--- src/rtl/prbs_pkg.sv ---
// Shared PRBS5 definitions: polynomial taps for the generator and the
// self-synchronous checker, seed, period and checker state encoding.
package prbs_pkg;

  // Galois generator: shift right, output bit 0, xor taps when output is 1.
  localparam logic [4:0] PRBS5_GALOIS_TAPS = 5'b10100;

  // Fibonacci checker form: predicted bit = hist[2] ^ hist[4],
  // i.e. b[k] = b[k-3] ^ b[k-5].
  localparam logic [4:0] PRBS5_FIB_TAPS = 5'b10100;

  localparam logic [4:0] PRBS5_SEED = 5'b11110;
  localparam int PRBS5_PERIOD = 31;

  typedef enum logic {
    SEARCH = 1'b0,
    LOCKED = 1'b1
  } prbs_state_t;

  // Next bit predicted from the last five received bits.
  function automatic logic prbs5_predict(input logic [4:0] hist);
    return ^(hist & PRBS5_FIB_TAPS);
  endfunction

  // One step of the Galois generator (the output is state bit 0).
  function automatic logic [4:0] prbs5_galois_next(input logic [4:0] s);
    return (s >> 1) ^ (s[0] ? PRBS5_GALOIS_TAPS : 5'b00000);
  endfunction

endpackage

--- src/rtl/prbs_win_monitor.sv ---
// Lock-loss monitor: counts compared bits and errors inside a fixed window
// and flags loss of lock when too many errors land in one window.
module prbs_win_monitor
  import prbs_pkg::*;
#(
  parameter int WIN      = 32,
  parameter int LOSS_ERR = 8
) (
  input  logic clk,
  input  logic rst_n,
  input  logic cmp_en,
  input  logic err,
  input  logic clr,
  output logic loss
);

  localparam int POS_W = $clog2(WIN);
  localparam int ERR_CW = $clog2(LOSS_ERR + 1);
  localparam logic [POS_W-1:0] POS_LAST = POS_W'(WIN - 1);
  localparam logic [ERR_CW-1:0] ERR_LAST = ERR_CW'(LOSS_ERR - 1);

  logic [POS_W-1:0]  win_pos;
  logic [ERR_CW-1:0] win_err;

  // The triggering error is the one that would make win_err reach LOSS_ERR.
  assign loss = cmp_en && err && (win_err == ERR_LAST);

  // Window counters; the last bit of a window is counted before both clear.
  always_ff @(posedge clk or negedge rst_n) begin
    if (!rst_n) begin
      win_pos <= '0;
      win_err <= '0;
    end else if (clr) begin
      win_pos <= '0;
      win_err <= '0;
    end else if (cmp_en) begin
      if (loss || (win_pos == POS_LAST)) begin
        win_pos <= '0;
        win_err <= '0;
      end else begin
        win_pos <= win_pos + 1'b1;
        win_err <= win_err + ERR_CW'(err);
      end
    end
  end

endmodule

--- config.mk ---
export PLATFORM = sky130hd
export DESIGN_NAME = prbs_win_monitor
export DESIGN_NICKNAME = d
export VERILOG_FILES = /design/src/rtl/prbs_pkg.sv /design/src/rtl/prbs_win_monitor.sv
export SDC_FILE = /design/constraint.sdc
export NUM_CORES = 1
export LEC_CHECK = 0
export CAP_MARGIN = 20
export CORE_MARGIN = 5
export CORE_UTILIZATION = 30
export DETAILED_ROUTE_END_ITERATION = 7
export DONT_BUFFER_PORTS = 1
export PLACE_DENSITY = 0.52
export SLEW_MARGIN = 0
export SYNTH_ARGS = -nofsm -noshare
export SYNTH_HDL_FRONTEND = slang
export SYNTH_SLANG_ARGS = --single-unit
--- constraint.sdc ---
create_clock -name clk -period 1.8 [get_ports clk]
set_input_delay 0.36 -clock clk [delete_from_list [all_inputs] [get_ports clk]]
set_output_delay 0.36 -clock clk [all_outputs]
set_load 0.03 [all_outputs]
==> flow_summary.html <==
<table>
<tr><th>Metric</th><th>Value</th></tr>
<tr><th colspan="2">Final layout</th></tr>
<tr><td>Proportion of layout cells with a drive suffix above 1</td><td>25.7%</td></tr>
<tr><td>Flip-flop and latch area</td><td>between 200 and 250 µm²</td></tr>
<tr><td>Non-filler cells in the finished layout</td><td>95</td></tr>
<tr><td>Multi-input gate area in the final layout</td><td>approximately 330 µm²</td></tr>
<tr><td>Synthesis-to-layout area growth</td><td>20.0%</td></tr>
<tr><td>Final-layout fill cell count</td><td>between 150 and 200</td></tr>
<tr><td>Final net count</td><td>80</td></tr>
<tr><td>Count of antenna diodes in the layout</td><td>0</td></tr>
<tr><th colspan="2">Die</th></tr>
<tr><td>Horizontal die dimension</td><td>roughly 54 µm</td></tr>
<tr><td>Die footprint</td><td>around 2900 µm²</td></tr>
<tr><td>Rows</td><td>15</td></tr>
<tr><td>Initial Util</td><td>between 30 and 40%</td></tr>
<tr><td>Die Height</td><td>approximately 54 µm</td></tr>
<tr><td>Placeable Area</td><td>between 1500 and 2000 µm²</td></tr>
<tr><td>Number of top-level pins</td><td>6</td></tr>
<tr><th colspan="2">Clocking</th></tr>
<tr><td>Longest Clk Path Bufs</td><td>2</td></tr>
<tr><td>Clock sink count</td><td>9</td></tr>
<tr><td>CTS buffer count</td><td>3</td></tr>
<tr><td>CTS tree</td><td>built</td></tr>
<tr><td>Max H-tree Level</td><td>1</td></tr>
<tr><td>Setup bufs post-CTS</td><td>0</td></tr>
<tr><td>CTS clock-pin slew for the worst setup and hold paths</td><td>around 70 ps</td></tr>
<tr><td>Clock latency reported for the late side of the worst-skew pair</td><td>roughly 270 ps</td></tr>
<tr><td>Root Buffer</td><td>clkbuf_4</td></tr>
<tr><th colspan="2">Routing</th></tr>
<tr><td>Remaining antenna violation count</td><td>0</td></tr>
<tr><td>Post-detailed-routing wire length</td><td>~1400 µm</td></tr>
<tr><td>Vias per inst</td><td>about 5.2</td></tr>
<tr><td>Number of DRC violations after detailed routing</td><td>0</td></tr>
<tr><td>Wire length per cell</td><td>~14 µm</td></tr>
<tr><td>Detailed Route Iter0 Violations</td><td>2</td></tr>
<tr><td>Number of detailed-routing iterations run before antenna repair</td><td>2</td></tr>
<tr><td>Total number of vias</td><td>between 400 and 500</td></tr>
<tr><th colspan="2">Synthesis</th></tr>
<tr><td>Adder-cell share of the synthesized area</td><td>under 10%</td></tr>
<tr><td>Register bit total from synthesis</td><td>9</td></tr>
<tr><td>Post-Syn Area per Cell</td><td>9.59 µm²</td></tr>
<tr><td>Simple-gate area share of the yosys netlist</td><td>23.9%</td></tr>
<tr><td>Proportion of synthesized area in mux cells</td><td>0%</td></tr>
<tr><td>Xor and xnor area share after synthesis</td><td>0%</td></tr>
<tr><td>Dominant combinational cell family by area after synthesis</td><td>compound AO/OA/AOI/OAI gates</td></tr>
<tr><td>Synth Cell Area</td><td>approximately 580 µm²</td></tr>
<tr><td>Post-Synthesis Net Count</td><td>69</td></tr>
<tr><td>Sequential share of the synthesized area</td><td>39.1%</td></tr>
<tr><td>Leading post-synthesis cells by cell area</td><td>dfrtp_1, ha_1, o211ai_1, nand2_1, a21oi_1</td></tr>
<tr><td>Syn Inst Count</td><td>60</td></tr>
<tr><td>Cell accounting for the most synthesized area</td><td>dfrtp_1</td></tr>
<tr><td>Share of the synthesized area in compound gates (AO/OA/AOI/OAI)</td><td>between 20% and 30%</td></tr>
<tr><td>Synth top area share</td><td>about two fifths</td></tr>
<tr><td>Number of distinct library cells after synthesis</td><td>23</td></tr>
<tr><td>Yosys warning count</td><td>0</td></tr>
<tr><th colspan="2">Timing</th></tr>
<tr><td>Total negative slack</td><td>0 ps</td></tr>
<tr><td>Final setup slack of the worst path</td><td>65.7 ps</td></tr>
<tr><td>Ratio of final minimum period to clock period</td><td>96.4%</td></tr>
<tr><td>Hold Fails Final Rpt</td><td>0</td></tr>
<tr><td>Transition time at the pin with the least slew margin</td><td>468 ps</td></tr>
<tr><td>Max-slew violation count</td><td>0</td></tr>
<tr><td>Unrepaired setup endpoints after global routing</td><td>no</td></tr>
<tr><td>Final setup violation count</td><td>0</td></tr>
<tr><td>Highest clock frequency the design can meet</td><td>0.577 GHz</td></tr>
<tr><td>Headroom to the max-slew limit</td><td>a little under 70%</td></tr>
<tr><td>Clock skew</td><td>around 4.4 ps</td></tr>
<tr><td>Min Clock Period, post-route</td><td>between 1500 and 2000 ps</td></tr>
<tr><th colspan="2">Power and ir drop</th></tr>
<tr><td>Leak pwr</td><td>approximately 0.29 nW</td></tr>
<tr><td>Worst vdd ir</td><td>0.261 mV</td></tr>
<tr><td>PD cells</td><td>between 600 and 700 nW/µm²</td></tr>
<tr><th colspan="2">Placement</th></tr>
<tr><td>Worst slack at placement</td><td>approximately 23 ps</td></tr>
<tr><td>Port Buffer Count</td><td>0</td></tr>
<tr><td>Number of instances in the placed design</td><td>90</td></tr>
<tr><td>Final weighted congestion of routability-driven global placement</td><td>approximately 0.72</td></tr>
<tr><td>HPWL reported at the end of detailed placement</td><td>approximately 970 µm</td></tr>
<tr><th colspan="2">Worst setup path</th></tr>
<tr><td>Startpoint-to-endpoint class of the critical path</td><td>register to register</td></tr>
<tr><td>Critical path's slowest cell</td><td>or4b_4</td></tr>
<tr><td>Critical path startpoint category</td><td>register</td></tr>
<tr><td>WP data arrival</td><td>between 1500 and 2000 ps</td></tr>
<tr><td>Critical Path End Type</td><td>register</td></tr>
<tr><td>Chain of cells forming the critical path</td><td>ha_1, and3_2, ha_2, or4b_4, o221ai_2</td></tr>
<tr><td>Critical path fanouts, max</td><td>4</td></tr>
<tr><td>Required time of the critical path</td><td>1990 ps</td></tr>
<tr><td>Critical path's largest stage delay</td><td>between 500 and 600 ps</td></tr>
<tr><th colspan="2">Run status</th></tr>
<tr><td>Outcome</td><td>finished clean</td></tr>
<tr><th colspan="2">Global route</th></tr>
<tr><td>Global route total overflow</td><td>0</td></tr>
<tr><td>Number of antenna violations at the first check in global routing</td><td>0</td></tr>
<tr><td>Via count of the first global-routing pass</td><td>about 450</td></tr>
<tr><td>Largest net degree at the start of global routing</td><td>12</td></tr>
<tr><td>Wire length of the first global-routing pass</td><td>~2200 µm</td></tr>
<tr><td>Global-route usage over all layers</td><td>11.0%</td></tr>
<tr><th colspan="2">Min path</th></tr>
<tr><td>Tightest Hold Check Type</td><td>primary input to register</td></tr>
<tr><th colspan="2">Flow run</th></tr>
<tr><td>MaxCap Viol Count</td><td>0</td></tr>
</table>
[metal layers]
metal	track usage (%)	vias up	part of all wire (%)
li1	-	251	-
met1	13.5	235	49
met2	16.9	8	45
met3	3.05	4	3.5
met4	6.38	0	2.3
met5	0	-	0
[sequential cells by signal, summed over array words and instances (netlist names)]
name / cells
win_pos: 5
win_err: 4
[through the flow]
step | hold slack (ps) | instance area (µm²) | power, mW | utilization, %
2_1_floorplan | 64.4 | 576 | 0.242 | -
3_3_place_gp | 64.7 | 652 | 0.252 | 36.6
3_5_place_dp | 64.7 | 652 | 0.252 | 36.6
4_1_cts | 143 | 688 | 0.423 | 38.6
5_1_grt | 134 | 691 | 0.441 | 38.7
6_report | 143 | 691 | 0.421 | 38.7
[final cells by class]
cell class              count  area share [%]
well taps                  25            4.53
inverters                   4            2.17
flip-flops and latches      9            32.6
repair buffers              8            9.06
multi-input cells          45            47.8
clock buffers               4            3.80
[worst max-delay path: cells and delay by family, from the launching register on]
family,cells,cell delay [ps]
fa+ha+maj,2,400
simple gates,2,740
flops,1,390
compound gates,1,130
[cells in the mapped netlist]
cell type  n
nand3b_1   1
nand4b_2   1
or4b_4     1
o211ai_1   6
a21oi_1    6
o2111ai_1  3
nand4b_1   1
inv_2      1
a31oi_1    3
o21ai_0    1
o221ai_2   1
dfrtp_1    9
clkbuf_1   2
inv_1      3
nor2_1     2
ha_1       4
and3_2     1
nor4b_1    1
and3_4     1
and3_1     1
and3b_2    1
nand2_1    9
and2b_1    1
[power by group]
group | internal, mW | switching (mW)
combinational | 0.0179 | 0.0223
clock | 0.0859 | 0.0813
sequential | 0.208 | 0.00502
[repair_timing]
action                                 CTS  global route
hold buffers                             1             0
setup endpoints to repair                0             1
endpoints found under the hold margin    9             0
resized for setup                        0             1
[cell families (layout without fill, tap and decap cells)]
family / after synthesis / in the layout
compound gates: 20 / 20
fa+ha+maj: 4 / 4
buf+inv: 6 / 16
flops: 9 / 9
simple gates: 21 / 21
[layout by cell type, fill, tap and decap left out]
cell type / n
a21oi_1: 6
a31oi_1: 3
and2b_1: 1
and3_1: 1
and3_2: 1
and3_4: 1
and3b_2: 1
buf_4: 7
clkbuf_1: 1
clkbuf_4: 3
dfrtp_1: 9
dlygate4sd3_1: 1
ha_1: 3
ha_2: 1
inv_1: 3
inv_2: 1
nand2_1: 9
nand3b_1: 1
nand4b_1: 1
nand4b_2: 1
nor2_1: 2
nor4b_1: 1
o2111ai_1: 3
o211ai_1: 6
o21ai_0: 1
o221ai_2: 1
or4b_4: 1
[worst paths after layout]
| kind | from | end | slack (ps) | depth (start not counted) |
|---|---|---|---|---|
| min reg2reg | win_pos[4] | win_pos[4] | 540 | 2 |
| max | win_pos[0] | win_pos[3] | 70 | 5 |
| max reg2reg | win_pos[0] | win_pos[3] | 70 | 5 |
| min in group asynchronous | rst_n | win_pos[3] | 480 | 1 |
| min | clr | win_pos[4] | 140 | 1 |
| max in group asynchronous | rst_n | win_err[3] | 1000 | 1 |
(Power assumes the default switching activity.)
